## src/rtl/stage_e_pkg.sv

```systemverilog
// Shared types and constants for the MIPS execute stage.
package stage_e_pkg;

    localparam int unsigned DATA_W   = 32;
    localparam int unsigned MULT_LAT = 5;
    localparam int unsigned DIV_LAT  = 10;
    localparam int unsigned MAX_LAT  = (MULT_LAT > DIV_LAT) ? MULT_LAT : DIV_LAT;
    localparam int unsigned CNT_W    = $clog2(MAX_LAT);

    typedef enum logic [3:0] {
        ALU_ADD  = 4'h0,
        ALU_SUB  = 4'h1,
        ALU_AND  = 4'h2,
        ALU_OR   = 4'h3,
        ALU_XOR  = 4'h4,
        ALU_NOR  = 4'h5,
        ALU_SLT  = 4'h6,
        ALU_SLTU = 4'h7,
        ALU_SLL  = 4'h8,
        ALU_SRL  = 4'h9,
        ALU_SRA  = 4'hA,
        ALU_SLLV = 4'hB,
        ALU_SRLV = 4'hC,
        ALU_SRAV = 4'hD,
        ALU_LUI  = 4'hE
    } alu_op_e;

    typedef enum logic [2:0] {
        MD_NONE  = 3'd0,
        MD_MULT  = 3'd1,
        MD_MULTU = 3'd2,
        MD_DIV   = 3'd3,
        MD_DIVU  = 3'd4,
        MD_MTHI  = 3'd5,
        MD_MTLO  = 3'd6
    } md_op_e;

    localparam logic [1:0] FWD_OWN = 2'b00;
    localparam logic [1:0] FWD_M   = 2'b01;
    localparam logic [1:0] FWD_W   = 2'b10;

    localparam logic [1:0] CSEL_ALU = 2'b00;
    localparam logic [1:0] CSEL_HI  = 2'b01;
    localparam logic [1:0] CSEL_LO  = 2'b10;

endpackage

```

## src/rtl/stage_e_if.sv

```systemverilog
// Execute-stage bundle: D/E operands and controls in, E/M results and Busy out.
interface stage_e_if;
    import stage_e_pkg::*;

    logic [DATA_W-1:0] RS_E;
    logic [DATA_W-1:0] RT_E;
    logic [DATA_W-1:0] Ext_E;
    logic [4:0]        Shamt_E;
    logic [DATA_W-1:0] RFWD_M;
    logic [DATA_W-1:0] RFWD_W;
    logic [1:0]        FwdA_Sel;
    logic [1:0]        FwdB_Sel;
    logic              BSel;
    alu_op_e           ALUOp;
    md_op_e            MDOp;
    logic              Start;
    logic [1:0]        CSel;
    logic [DATA_W-1:0] C_E;
    logic [DATA_W-1:0] WD_E;
    logic              Busy;

    modport master (
        output RS_E, RT_E, Ext_E, Shamt_E, RFWD_M, RFWD_W,
        output FwdA_Sel, FwdB_Sel, BSel, ALUOp, MDOp, Start, CSel,
        input  C_E, WD_E, Busy
    );

    modport slave (
        input  RS_E, RT_E, Ext_E, Shamt_E, RFWD_M, RFWD_W,
        input  FwdA_Sel, FwdB_Sel, BSel, ALUOp, MDOp, Start, CSel,
        output C_E, WD_E, Busy
    );

endinterface

```

## src/rtl/stage_e_mdu.sv

```systemverilog
// Multi-cycle multiply/divide unit with HI/LO registers; results commit on the edge that drops busy.
module stage_e_mdu
    import stage_e_pkg::*;
(
    input  logic              clk,
    input  logic              reset,
    input  logic              start,
    input  md_op_e            md_op,
    input  logic [DATA_W-1:0] a,
    input  logic [DATA_W-1:0] b,
    output logic [DATA_W-1:0] hi,
    output logic [DATA_W-1:0] lo,
    output logic              busy
);

    typedef enum logic [1:0] {
        S_IDLE = 2'd0,
        S_MUL  = 2'd1,
        S_DIV  = 2'd2
    } mdu_state_e;

    mdu_state_e        state;
    logic [CNT_W-1:0]  cnt;
    logic [DATA_W-1:0] op_a;
    logic [DATA_W-1:0] op_b;
    logic              op_signed;

    logic [2*DATA_W-1:0] prod;
    logic [DATA_W-1:0]   quo;
    logic [DATA_W-1:0]   rem;

    // Results are computed from the latched operands and only consumed at count zero.
    always_comb begin
        prod = '0;
        quo  = '0;
        rem  = '0;
        if (op_signed) begin
            prod = 64'($signed({{DATA_W{op_a[DATA_W-1]}}, op_a}) *
                       $signed({{DATA_W{op_b[DATA_W-1]}}, op_b}));
        end else begin
            prod = {{DATA_W{1'b0}}, op_a} * {{DATA_W{1'b0}}, op_b};
        end
        if (op_b == '0) begin
            quo = '1;
            rem = op_a;
        end else if (op_signed) begin
            // Most-negative / -1 overflows; wrap the quotient like the hardware would.
            if (op_a == 32'h8000_0000 && op_b == '1) begin
                quo = op_a;
                rem = '0;
            end else begin
                quo = 32'($signed(op_a) / $signed(op_b));
                rem = 32'($signed(op_a) % $signed(op_b));
            end
        end else begin
            quo = op_a / op_b;
            rem = op_a % op_b;
        end
    end

    always_ff @(posedge clk or posedge reset) begin
        if (reset) begin
            state     <= S_IDLE;
            cnt       <= '0;
            op_a      <= '0;
            op_b      <= '0;
            op_signed <= 1'b0;
            hi        <= '0;
            lo        <= '0;
            busy      <= 1'b0;
        end else begin
            case (state)
                S_IDLE: begin
                    if (start) begin
                        case (md_op)
                            MD_MULT, MD_MULTU: begin
                                state     <= S_MUL;
                                cnt       <= CNT_W'(MULT_LAT - 1);
                                op_a      <= a;
                                op_b      <= b;
                                op_signed <= (md_op == MD_MULT);
                                busy      <= 1'b1;
                            end
                            MD_DIV, MD_DIVU: begin
                                state     <= S_DIV;
                                cnt       <= CNT_W'(DIV_LAT - 1);
                                op_a      <= a;
                                op_b      <= b;
                                op_signed <= (md_op == MD_DIV);
                                busy      <= 1'b1;
                            end
                            MD_MTHI: hi <= a;
                            MD_MTLO: lo <= a;
                            default: ;
                        endcase
                    end
                end
                S_MUL: begin
                    if (cnt == '0) begin
                        hi    <= prod[2*DATA_W-1:DATA_W];
                        lo    <= prod[DATA_W-1:0];
                        state <= S_IDLE;
                        busy  <= 1'b0;
                    end else begin
                        cnt <= cnt - CNT_W'(1);
                    end
                end
                S_DIV: begin
                    if (cnt == '0) begin
                        hi    <= rem;
                        lo    <= quo;
                        state <= S_IDLE;
                        busy  <= 1'b0;
                    end else begin
                        cnt <= cnt - CNT_W'(1);
                    end
                end
                default: begin
                    state <= S_IDLE;
                    busy  <= 1'b0;
                end
            endcase
        end
    end

endmodule

```

## src/rtl/stage_e.sv

```systemverilog
// MIPS execute stage: operand forwarding, ALU and HI/LO result muxing.
// The multiply/divide unit is present only when STAGE_E_MDU_EN is defined.
module stage_e
    import stage_e_pkg::*;
(
    input  logic      clk,
    input  logic      reset,
    stage_e_if.slave  bus
);

    logic [DATA_W-1:0] fwd_a;
    logic [DATA_W-1:0] fwd_b;
    logic [DATA_W-1:0] alu_b;
    logic [DATA_W-1:0] alu_y;
    logic [DATA_W-1:0] hi;
    logic [DATA_W-1:0] lo;
    logic              busy;

    always_comb begin
        case (bus.FwdA_Sel)
            FWD_M:   fwd_a = bus.RFWD_M;
            FWD_W:   fwd_a = bus.RFWD_W;
            default: fwd_a = bus.RS_E;
        endcase
        case (bus.FwdB_Sel)
            FWD_M:   fwd_b = bus.RFWD_M;
            FWD_W:   fwd_b = bus.RFWD_W;
            default: fwd_b = bus.RT_E;
        endcase
        alu_b = bus.BSel ? bus.Ext_E : fwd_b;
    end

    always_comb begin
        case (bus.ALUOp)
            ALU_ADD:  alu_y = fwd_a + alu_b;
            ALU_SUB:  alu_y = fwd_a - alu_b;
            ALU_AND:  alu_y = fwd_a & alu_b;
            ALU_OR:   alu_y = fwd_a | alu_b;
            ALU_XOR:  alu_y = fwd_a ^ alu_b;
            ALU_NOR:  alu_y = ~(fwd_a | alu_b);
            ALU_SLT:  alu_y = DATA_W'($signed(fwd_a) < $signed(alu_b));
            ALU_SLTU: alu_y = DATA_W'(fwd_a < alu_b);
            ALU_SLL:  alu_y = alu_b << bus.Shamt_E;
            ALU_SRL:  alu_y = alu_b >> bus.Shamt_E;
            ALU_SRA:  alu_y = DATA_W'($signed(alu_b) >>> bus.Shamt_E);
            ALU_SLLV: alu_y = alu_b << fwd_a[4:0];
            ALU_SRLV: alu_y = alu_b >> fwd_a[4:0];
            ALU_SRAV: alu_y = DATA_W'($signed(alu_b) >>> fwd_a[4:0]);
            ALU_LUI:  alu_y = {alu_b[15:0], 16'h0000};
            default:  alu_y = '0;
        endcase
    end

`ifdef STAGE_E_MDU_EN
    stage_e_mdu u_mdu (
        .clk   (clk),
        .reset (reset),
        .start (bus.Start),
        .md_op (bus.MDOp),
        .a     (fwd_a),
        .b     (fwd_b),
        .hi    (hi),
        .lo    (lo),
        .busy  (busy)
    );
`else
    // Without the MDU, HI/LO read as zero and launches are dropped.
    logic unused_mdu;
    assign unused_mdu = ^{clk, reset, bus.Start, bus.MDOp};
    assign hi   = '0;
    assign lo   = '0;
    assign busy = 1'b0;
`endif

    always_comb begin
        case (bus.CSel)
            CSEL_HI: bus.C_E = hi;
            CSEL_LO: bus.C_E = lo;
            default: bus.C_E = alu_y;
        endcase
    end

    assign bus.WD_E = fwd_b;
    assign bus.Busy = busy;

endmodule
```

## src/flat_wrapper.sv

```systemverilog
// flat-port wrapper written by rule: the top's interface ports become plain ports
module stage_e_flat import stage_e_pkg::*;
  (clk, reset, bus_RS_E, bus_RT_E, bus_Ext_E, bus_Shamt_E, bus_RFWD_M, bus_RFWD_W, bus_FwdA_Sel, bus_FwdB_Sel, bus_BSel, bus_ALUOp, bus_MDOp, bus_Start, bus_CSel, bus_C_E, bus_WD_E, bus_Busy);
  stage_e_if bus_i ();
  input  logic clk;
  input  logic reset;
  input wire logic [$bits(bus_i.RS_E)-1:0] bus_RS_E;
  input wire logic [$bits(bus_i.RT_E)-1:0] bus_RT_E;
  input wire logic [$bits(bus_i.Ext_E)-1:0] bus_Ext_E;
  input wire logic [$bits(bus_i.Shamt_E)-1:0] bus_Shamt_E;
  input wire logic [$bits(bus_i.RFWD_M)-1:0] bus_RFWD_M;
  input wire logic [$bits(bus_i.RFWD_W)-1:0] bus_RFWD_W;
  input wire logic [$bits(bus_i.FwdA_Sel)-1:0] bus_FwdA_Sel;
  input wire logic [$bits(bus_i.FwdB_Sel)-1:0] bus_FwdB_Sel;
  input wire logic [$bits(bus_i.BSel)-1:0] bus_BSel;
  input wire logic [$bits(bus_i.ALUOp)-1:0] bus_ALUOp;
  input wire logic [$bits(bus_i.MDOp)-1:0] bus_MDOp;
  input wire logic [$bits(bus_i.Start)-1:0] bus_Start;
  input wire logic [$bits(bus_i.CSel)-1:0] bus_CSel;
  output wire logic [$bits(bus_i.C_E)-1:0] bus_C_E;
  output wire logic [$bits(bus_i.WD_E)-1:0] bus_WD_E;
  output wire logic [$bits(bus_i.Busy)-1:0] bus_Busy;
  assign bus_i.RS_E = bus_RS_E;
  assign bus_i.RT_E = bus_RT_E;
  assign bus_i.Ext_E = bus_Ext_E;
  assign bus_i.Shamt_E = bus_Shamt_E;
  assign bus_i.RFWD_M = bus_RFWD_M;
  assign bus_i.RFWD_W = bus_RFWD_W;
  assign bus_i.FwdA_Sel = bus_FwdA_Sel;
  assign bus_i.FwdB_Sel = bus_FwdB_Sel;
  assign bus_i.BSel = bus_BSel;
  assign bus_i.ALUOp = bus_ALUOp;
  assign bus_i.MDOp = bus_MDOp;
  assign bus_i.Start = bus_Start;
  assign bus_i.CSel = bus_CSel;
  assign bus_C_E = bus_i.C_E;
  assign bus_WD_E = bus_i.WD_E;
  assign bus_Busy = bus_i.Busy;
  stage_e u_core (.clk(clk), .reset(reset), .bus(bus_i));
endmodule
```

## config.mk

```make
export PLATFORM = sky130hd
export DESIGN_NAME = stage_e_flat
export DESIGN_NICKNAME = d
export VERILOG_FILES = /design/src/rtl/stage_e_pkg.sv /design/src/rtl/stage_e_if.sv /design/src/rtl/stage_e_mdu.sv /design/src/rtl/stage_e.sv /design/src/flat_wrapper.sv
export SDC_FILE = /design/constraint.sdc
export NUM_CORES = 1
export LEC_CHECK = 0
export BUFFER_PORTS_ARGS = -buffer_cell sky130_fd_sc_hd__buf_2
export CORE_UTILIZATION = 36
export DETAILED_ROUTE_END_ITERATION = 8
export PLACE_DENSITY = 0.56
export SYNTH_ARGS = -nofsm -noshare
export SYNTH_HDL_FRONTEND = slang
export SYNTH_SLANG_ARGS = --single-unit
```

## constraint.sdc

```tcl
create_clock -name vclk -period 13.15
set_clock_uncertainty 0.2 [all_clocks]
set_input_delay 3.945 -clock vclk [all_inputs]
set_output_delay 3.945 -clock vclk [all_outputs]
set_load 0.01 [all_outputs]
```

==> results.yml <==
layout:
  seq_area_um2: 0
  drive_gt1_share_pct: 23.65
  nFlopsAndLatches: 0
  nets: 2523
  area_delta_synth_final_pct: 19.40
  clockBufferCount: 0
worst_setup_path:
  arrival_ps: 8950
  worstSetupStartpoint: "bus_FwdB_Sel[0]"
  crit_path_end_kind: "output port"
  start_kind: "input port"
  crit_required_ps: 9010
  endpoint: "bus_C_E[23]"
  critPathMaxFanout: 12
  crit_type: "input port to output port"
timing:
  slew_headroom_pct: 18.33
  slew_violations: 0
  min_period_ps: 13090
  hold_viol: 0
  max_freq_mhz: 76.38
  timing.setup.tns_ps: 0
  setup_viol: 0
  period_share_pct: 99.57
  worstMarginPinSlew_ps: 1222
  rsz0062_at_grt: "false"
drt:
  wl_um: 88200
  ant_nets: 0
  drt-initial-drc-count: 2463
  via_count: 18452
  viasPerCell: 6.859
  wl_per_cell_um: 32.79
  drtPass1Iterations: 9
  drc_errors: 0
floorplan:
  die_w_um: 190.6
  core_um2: 34800
  boundaryPins: 247
  die_area_um2: 36310
  num_rows: 68
  initial_core_util_pct: 36.78
  die_y_um: 190.6
global_routing:
  antenna_found_initial: 1
  overflow: 0
  grt_pass1_wl_um: 121600
  grt_max_degree: 46
  grt_usage_pct: 46.55
  grt_pass1_vias: 16965
yosys:
  yosysSeqAreaShare_pct: 0
  synth_cells: 1961
  ys_types: 95
  synth_area_um2: 12800
  synth.largest_area_cell: "ha_1"
  netlist.area_leader.share_pct: 10.17
  yosys-top-cells-area: "ha_1 10%, mux2i_1 10%, a21oi_1 6.8%, nand2_1 6.2%, o21ai_0 5.2%"
  avgSynthCellArea_um2: 6.527
  synth_warnings: 0
  synth_nets: 2249
place:
  place_congestion: 1.087
  dp_hpwl_um: 71990
  portBuffers: 240
status:
  outcome: "completed"
min_path:
  hold_path.class: "input port to output port"
clock_tree:
  post_cts_buffers: 0
  hold_buffers: 0
  cts_resized: 0
flow_run:
  cap_violations: 0
==> layout make-up <==
| class | instances | area, um^2 |
|---|---|---|
| Fill cell | 3742 | 19520 |
| Timing Repair Buffer | 433 | 2675 |
| Multi-Input combinational cell | 1704 | 11670 |
| Tap cell | 455 | 569.3 |
| Inverter | 96 | 360.3 |
| Antenna cell | 2 | 5.005 |
==> how the worst min path moves through the flow <==
stage | to | from | slack [ps] | cells past startpoint
finish | bus_WD_E[10] | bus_RT_E[10] | 8020 | 4
global route | bus_WD_E[10] | bus_RT_E[10] | 8040 | 4
CTS | bus_WD_E[10] | bus_RT_E[10] | 8020 | 4
detailed placement | bus_WD_E[10] | bus_RT_E[10] | 8020 | 4
global placement | bus_WD_E[10] | bus_RT_E[10] | 8020 | 4
floorplan | bus_WD_E[1] | bus_RT_E[1] | 7880 | 2
==> cells in the final DEF, fill, tap and decap left out, types with 11 or more instances in the layout <==
master / count
buf_2: 240
and2_1: 11
a221oi_1: 59
a22oi_1: 56
a211oi_1: 52
ha_1: 102
o21a_1: 16
o31ai_1: 15
o22ai_1: 14
o21bai_1: 22
inv_1: 90
buf_4: 191
nor3_1: 72
a211o_1: 12
o31a_1: 16
mux2_2: 28
a21o_1: 12
nor2_1: 168
a21oi_1: 174
o221ai_1: 18
o31ai_2: 13
nor2b_1: 49
mux2i_1: 128
o21ai_0: 132
a31oi_1: 28
nand2b_1: 12
xnor2_1: 20
nand2_1: 213
o211ai_1: 34
nand3_1: 31
==> synth_stat cells, types with 8 or more instances <==
library cell	number
o31a_1	16
a31oi_1	28
nand2b_1	12
a211o_1	12
nor3_1	77
a221oi_1	59
nand2_1	213
o21bai_1	22
o221ai_1	18
mux2_2	28
a221o_1	10
o31ai_1	15
a41oi_1	10
o22ai_1	14
o31ai_2	13
clkbuf_1	78
a21oi_1	174
a22o_1	8
inv_1	90
and3_1	9
a211oi_1	52
or3_1	10
a22oi_1	56
buf_2	46
nor2b_1	49
nand3_1	31
a21o_1	12
ha_1	104
o2111ai_1	8
o21ai_0	134
o211ai_1	34
nor4_1	11
xnor2_1	20
nor2_1	170
o21a_1	16
and2_1	11
mux2i_1	128
buf_4	21
==> layer usage <==
metal / global-route usage [%] / part of all wire, % / up-vias
met5: 0 / 0.016 / -
met4: 24.83 / 6.6 / 2
met3: 13.42 / 12 / 273
met2: 71.72 / 42 / 1432
met1: 58.16 / 39 / 8765
li1: - / - / 7980
==> logic make-up (layout without fill, tap and decap cells) <==
group / count (synthesis) / in the layout / share of synthesized area [%]
AOI/OAI and AO/OA: 782 / 782 / 42.35
and+or+nand+nor: 631 / 631 / 22.92
buffers and inverters: 257 / 529 / 9.190
muxes: 162 / 162 / 13.53
adders and majority gates: 106 / 106 / 10.48
xor gates and xnor gates: 22 / 22 / 1.506
other: 1 / 3 / 0.02930
==> worst max-delay path, cell delays in order <==
cell and delay (ps):
buf_2 120, ha_1 370, buf_4 270, buf_4 180, a221oi_1 360, o31a_1 490, inv_1 320, ha_1 350
a2111oi_0 450, o211ai_1 170, a22o_1 230, a31o_2 270, a21boi_0 440, xnor2_1 130, a22oi_1 360, a31oi_1 140
buf_4 180, buf_2 140
==> per-stage QoR <==
step / std cells / area, um^2 / setup slack [ps] / hold WS, ps / utilization, %
finish: 2690 / 15280 / 57.18 / 8018 / 43.91
global placement: 2688 / 15270 / 257.7 / 8020 / 43.88
detailed placement: 2688 / 15270 / 280.2 / 8019 / 43.88
floorplan: 1961 / 12800 / 1342 / 7883 / -
CTS: 2688 / 15270 / 271.8 / 8024 / 43.88
global route: 2688 / 15280 / 11.60 / 8044 / 43.90
